## config.mk

```make
export PLATFORM = sky130hd
export DESIGN_NAME = demux_lane_scheduler
export DESIGN_NICKNAME = d
export VERILOG_FILES = /design/src/rtl/demux_lane_scheduler.sv
export SDC_FILE = /design/constraint.sdc
export NUM_CORES = 1
export LEC_CHECK = 0
export ABC_CLOCK_PERIOD_IN_PS = 4900
export CAP_MARGIN = 10
export CORE_MARGIN = 3
export CORE_UTILIZATION = 35
export DETAILED_ROUTE_END_ITERATION = 7
export GPL_ROUTABILITY_DRIVEN = 0
export REMOVE_ABC_BUFFERS = 1
export SLEW_MARGIN = 30
export SYNTH_ARGS = -nofsm -noshare
export SYNTH_HDL_FRONTEND = slang
export SYNTH_SLANG_ARGS = --single-unit
```

## constraint.sdc

```tcl
create_clock -name clk -period 4.9 [get_ports clk]
set_input_delay 1.47 -clock clk [delete_from_list [all_inputs] [get_ports clk]]
set_output_delay 1.47 -clock clk [all_outputs]
set_load 0.005 [all_outputs]
```

## src/rtl/demux_lane_scheduler.sv

```systemverilog
// Round-robin byte scheduler feeding four lanes, skipping disabled/almost-full lanes.
// Optional per-lane dispatch counters are enabled with `define LANE_CNT_EN.
module demux_lane_scheduler #(
    parameter int DATA_W = 8
`ifdef LANE_CNT_EN
    , parameter int CNT_W = 16
`endif
) (
    input  logic              clk,
    input  logic              reset_L,
    input  logic [DATA_W-1:0] data_in,
    input  logic              valid_in,
    output logic              pause_out,
    input  logic [3:0]        lane_enable,
    input  logic [3:0]        lane_full,
    output logic [DATA_W-1:0] data_out0,
    output logic [DATA_W-1:0] data_out1,
    output logic [DATA_W-1:0] data_out2,
    output logic [DATA_W-1:0] data_out3,
    output logic              valid_out0,
    output logic              valid_out1,
    output logic              valid_out2,
    output logic              valid_out3,
`ifdef LANE_CNT_EN
    output logic [CNT_W-1:0]  lane_cnt0,
    output logic [CNT_W-1:0]  lane_cnt1,
    output logic [CNT_W-1:0]  lane_cnt2,
    output logic [CNT_W-1:0]  lane_cnt3,
`endif
    output logic [1:0]        cur_lane,
    output logic              error
);

    typedef enum logic [1:0] {IDLE, STALL, RUN} state_t;

    state_t            state, next_state;
    logic [3:0]        eligible;
    logic              accept;
    logic              found;
    logic [1:0]        sel;
    logic [1:0]        idx;
    logic              dispatch;
    logic [DATA_W-1:0] data_q [4];
    logic [3:0]        valid_q;

    assign eligible = lane_enable & ~lane_full;

    always_comb begin
        next_state = RUN;
        if (lane_enable == 4'b0000)
            next_state = IDLE;
        else if (eligible == 4'b0000)
            next_state = STALL;
    end

    always_ff @(posedge clk) begin
        if (!reset_L)
            state <= IDLE;
        else
            state <= next_state;
    end

    // The state register doubles as the registered pause flag: reset lands in IDLE.
    assign pause_out = (state != RUN);
    assign accept    = valid_in & ~pause_out;

    always_comb begin
        found = 1'b0;
        sel   = '0;
        idx   = '0;
        for (int unsigned off = 0; off < 4; off++) begin
            idx = cur_lane + 2'(off);
            if (!found && eligible[idx]) begin
                found = 1'b1;
                sel   = idx;
            end
        end
    end

    assign dispatch = accept & found;

    always_ff @(posedge clk) begin
        if (!reset_L) begin
            for (int unsigned i = 0; i < 4; i++)
                data_q[i] <= '0;
            valid_q  <= '0;
            cur_lane <= '0;
            error    <= 1'b0;
        end else begin
            valid_q <= '0;
            if (dispatch) begin
                data_q[sel]  <= data_in;
                valid_q[sel] <= 1'b1;
                cur_lane     <= sel + 2'd1;
            end
            if (valid_in && (pause_out || !found))
                error <= 1'b1;
        end
    end

    assign data_out0  = data_q[0];
    assign data_out1  = data_q[1];
    assign data_out2  = data_q[2];
    assign data_out3  = data_q[3];
    assign valid_out0 = valid_q[0];
    assign valid_out1 = valid_q[1];
    assign valid_out2 = valid_q[2];
    assign valid_out3 = valid_q[3];

`ifdef LANE_CNT_EN
    logic [CNT_W-1:0] cnt_q [4];

    always_ff @(posedge clk) begin
        if (!reset_L) begin
            for (int unsigned i = 0; i < 4; i++)
                cnt_q[i] <= '0;
        end else if (dispatch) begin
            cnt_q[sel] <= cnt_q[sel] + CNT_W'(1);
        end
    end

    assign lane_cnt0 = cnt_q[0];
    assign lane_cnt1 = cnt_q[1];
    assign lane_cnt2 = cnt_q[2];
    assign lane_cnt3 = cnt_q[3];
`endif

endmodule

```

Yosys cells after proc, flatten, opt, wreduce, memory -nomap -nowiden
Memory sizes are Yosys's and may differ from the RTL's.
Cells that the tools add are included.
{ "word_totals": {"elab_cells": 63, "mem_count": 1, "out_inout_bits": 40, "ram_bits": 32, "ff_bits": 9} }
{ "mem_list": {"columns": ["memory", "depth", "word_bits", "rd", "rd_clocked_by_memory_dff", "write_ports", "line_no", "rtl"], "rows": [
  ["data_q", 4, 8, 4, 0, 4, "43", "logic [DATA_W-1:0] data_q [4];"]
]} }
{ "op_classes": {"bitwise_logic": 6, "add_sub_neg": 4, "reduce_logical": 15, "magnitude_cmp": 6, "eq_ne": 1, "n_mux": 26} }
{ "ops": {"columns": ["operator", "n"], "rows": [
  ["< comparator 2 x 3 -> 1 bit, second input constant", 5],
  ["2-to-1 mux 1 bit", 14],
  ["2-to-1 mux 2 bit", 6],
  ["binary-select mux 1 bit (select 2 bit)", 4],
  ["logical NOT 4 bit", 2],
  ["2-to-1 mux 8 bit", 1],
  ["OR reduction 8 bit", 1],
  ["logical AND 1 bit", 5],
  ["adder 2 x 1 -> 2 bit, second input constant", 2],
  ["adder 2 bit, second input constant", 2],
  ["AND 4 bit", 1],
  ["logical NOT 1 bit", 4],
  ["NOT 4 bit", 1],
  ["AND 1 bit", 2],
  ["demux 1 bit (select 2 bit)", 1],
  ["greater-or-equal comparator 2 x 1 -> 1 bit, second input constant", 1],
  ["inequality test 2 bit, second input constant", 1],
  ["NOT 1 bit", 2],
  ["AND reduction 2 bit", 1],
  ["OR reduction 2 bit", 1],
  ["logical OR 1 bit", 1]
]} }

Longest topological paths before layout
{ "logic_depth": {"word_depth": 20, "depth_mapped": 7, "ltp_nobuf": 6} }

Least setup slack after synthesis
Ideal clock, no wire load.
{ "synth_timing": {"path_type": "input to register", "from": "in lane_full[3]", "to": "mem data_q[2][0], enable pin", "setup_time_ns": 0.384, "path_buffers": 0, "path_slack_ns": 1.804, "stages": 4, "t_arrival_ns": 2.712, "cell_sequence": "nand2b_1 > a41oi_4 > nand2_1 > o21ai_0"} }
{ "synth_rtl": {"columns": ["item", "line_no", "rtl"], "rows": [
  ["start: declaration", "15", "input logic [3:0] lane_full,"],
  ["end: declaration", "43", null]
]} }

==> results.cfg <==
[setup_path]
r2r-start = state[0]
crit_type = primary input to flop
path_buf_inv = 1
cp_top_family = compound AO/OA/AOI/OAI gates
reg2reg_slack_ps = 2500
rr_worst_depth = 4
r2r_end = data_q[3][4]
cp_slowest_stage_delay_ps = 690
cp_slowest_cell = a21oi_1
path_cells = clkdlybuf4s50_1, nand2b_4, a41oi_4, nor2b_1, a21oi_1
worstSetupEndpointType = flop
startpoint_type = primary input
required_ps = 4820
path_max_fanout = 15
arrival_ps = 3690

[drt]
post_drt_wl_per_cell_microns = 15.0
drc = 0
viasPerCell = 4.93
routed_wl_microns = 4170
drtPass1Iterations = 4
drtAntennaViolNets = 0
vias = 1370
drt_iter0_drc = 132

[global_route]
antenna_found_initial = 0
grt_pass1_vias = 1322
grt_first_pass_wirelength_microns = 6490
grt_use_total_pct = 13.8
grt_max_degree = 21
grt_overflow = 0

[clocking]
cts_setup_buffers = 0
cts_root_buffer = clkbuf_8
cts_hold_buf = 0
cts_made_buffers = 5
cts_resized = 0
cts_tree = done
cts_max_path_buffers = 2
clk_latency_ps = 290
h-tree-depth = 2
clk_pin_slew_ps = 70
numClockSinks = 41

[synthesis]
synth-main-ff-cell = edfxtp_1
yosys.area.top_type = edfxtp_1
avgSynthCellArea_sq_um = 12.6
synth_edf_count = 32
synth-async-reset-ratio_pct = 0
ys_ff_latch = 41
synth_area_leaders = edfxtp_1, dfxtp_1, nor2_1
synth_cells = 149
yosysSeqAreaShare_pct = 60.9
syn_area_sq_mm = 0.00187
synth_commonest_cells = edfxtp_1, nor2_1, inv_1
synth_top_area_share_pct = 51.3
yosysMostFrequentCell = edfxtp_1
yosysWarningCount = 0
synth.distinct_cells = 38

[worst_hold_path]
hold_start = error
holdPathEnd = error
holdPathStages = 2
hp-class = flop to flop

[sta]
setup_viol = 0
fin_crit_sh_pct = 77.0
fmax_mhz = 265
fin_skew_ps = 6.69
setup-tns-final_ps = 0
period_minus_slack_ps = 3770
hold_viol_final = 0
rsz0062_at_grt = no
tightest_slew_ps = 830
slew_headroom_pct = 44.7
slew_violations = 0

[power_and_ir_drop]
power_density_mw_per_mm2 = 291
p_leak_nw = 0.986
swShare_pct = 22.0
p_switching_mw = 0.167
sequentialPowerShare_pct = 52.0
pwr-share-comb_pct = 13.8
clkPwrFrac_pct = 34.2
p_int_mw = 0.594
max-vdd-ir-drop_mv = 0.134

[place]
hpwl_microns = 3200
numPortBuffers = 58
place_inst = 270

[die]
fp.dieArea_sq_mm = 0.00627
die_x_microns = 79.2
start_util_pct = 37.9
io_pins = 59
rows = 25
die_h_microns = 79.2
core_sq_mm = 0.00494

[layout]
finalNonFillerCells = 278
fillers = 464
layout.nets = 233
layout.area.seq_sq_mm = 0.00114
areaGrowthSynthToFinish_pct = 39.9
multi_input_area_sq_um = 652
antenna_cells = 0
final_layout_size_suffix_gt1_share_pct = 10.9

[flow_run]
cap_violations = 0

[run_status]
status = completed
area by class of cell:
class / count / area share (%)
inverters: 11 / 1.58
well taps: 67 / 3.20
clock inverters: 2 / 1.29
flip-flops and latches: 41 / 43.6
multi-input cells: 91 / 24.9
clock buffers: 6 / 2.77
repair buffers: 60 / 22.7
state kept, by name, indices dropped and copies added, names as in the netlist:
signal    count
data_q       32
valid_q       4
cur_lane      2
state         2
error         1
power groups by stage:
stage	clock network (mW)	registers, mW	logic, mW
2_1_floorplan	0	0.405	0.0414
6_report	0.260	0.396	0.105
3_3_place_gp	0	0.403	0.103
5_1_grt	0.278	0.398	0.114
3_5_place_dp	0	0.404	0.106
4_1_cts	0.265	0.396	0.106
worst max path at each step:
stage / start / end / slack (ps) / depth (start not counted)
4_1_cts: lane_enable[0] / data_q[3][5] / 1120 / 5
6_report: lane_enable[0] / data_q[3][4] / 1130 / 5
5_1_grt: lane_enable[0] / data_q[3][4] / 990 / 5
3_3_place_gp: lane_enable[0] / data_q[3][3] / 960 / 5
2_1_floorplan: lane_full[2] / data_q[2][0] / 1470 / 4
3_5_place_dp: lane_enable[0] / data_q[3][0] / 830 / 5
per-stage QoR:
step	util [%]	hold slack [ps]	power, mW	cell area, sq um	setup WS [ps]
after CTS	53.0	455	0.768	2620	1120
after detailed placement	50.9	446	0.510	2510	829
after global routing	53.0	468	0.790	2620	992
final	53.0	453	0.761	2620	1130
after floorplan	-	441	0.446	1830	1470
after global placement	50.9	434	0.507	2510	963
cell usage in the layout, fill, tap and decap left out, types with 3 or more instances in the layout:
cell / count
o21ai_1: 3
nand2b_1: 5
clkdlybuf4s50_1: 58
nand3_4: 6
inv_1: 11
nor2_1: 30
a21oi_1: 5
and3_1: 4
nor2b_1: 3
dfxtp_1: 9
ha_1: 4
edfxtp_1: 32
clkbuf_8: 5
layer usage:
metal | share of wire (%) | GRT usage (%) | up-vias
met5 | 0 | 0 | -
met3 | 7.0 | 3.85 | 8
li1 | - | - | 655
met1 | 41 | 16.5 | 649
met4 | 1.5 | 5.33 | 0
met2 | 50 | 23.3 | 58
cell families (layout without fill, tap and decap cells):
kind of cell	Yosys count	after routing	share of synthesized area (%)
flip-flops	41	41	60.9
buffers and inverters	17	79	4.27
AND/OR/NAND/NOR	64	64	21.8
AO/OA/AOI/OAI	23	23	10.3
adder cells (fa/ha/maj)	4	4	2.67
worst min-delay path, cell delays in order (launching register included):
cell,delay (ps)
dfxtp_1,310
inv_1,50
a21boi_1,50
(Power assumes the default switching activity.)
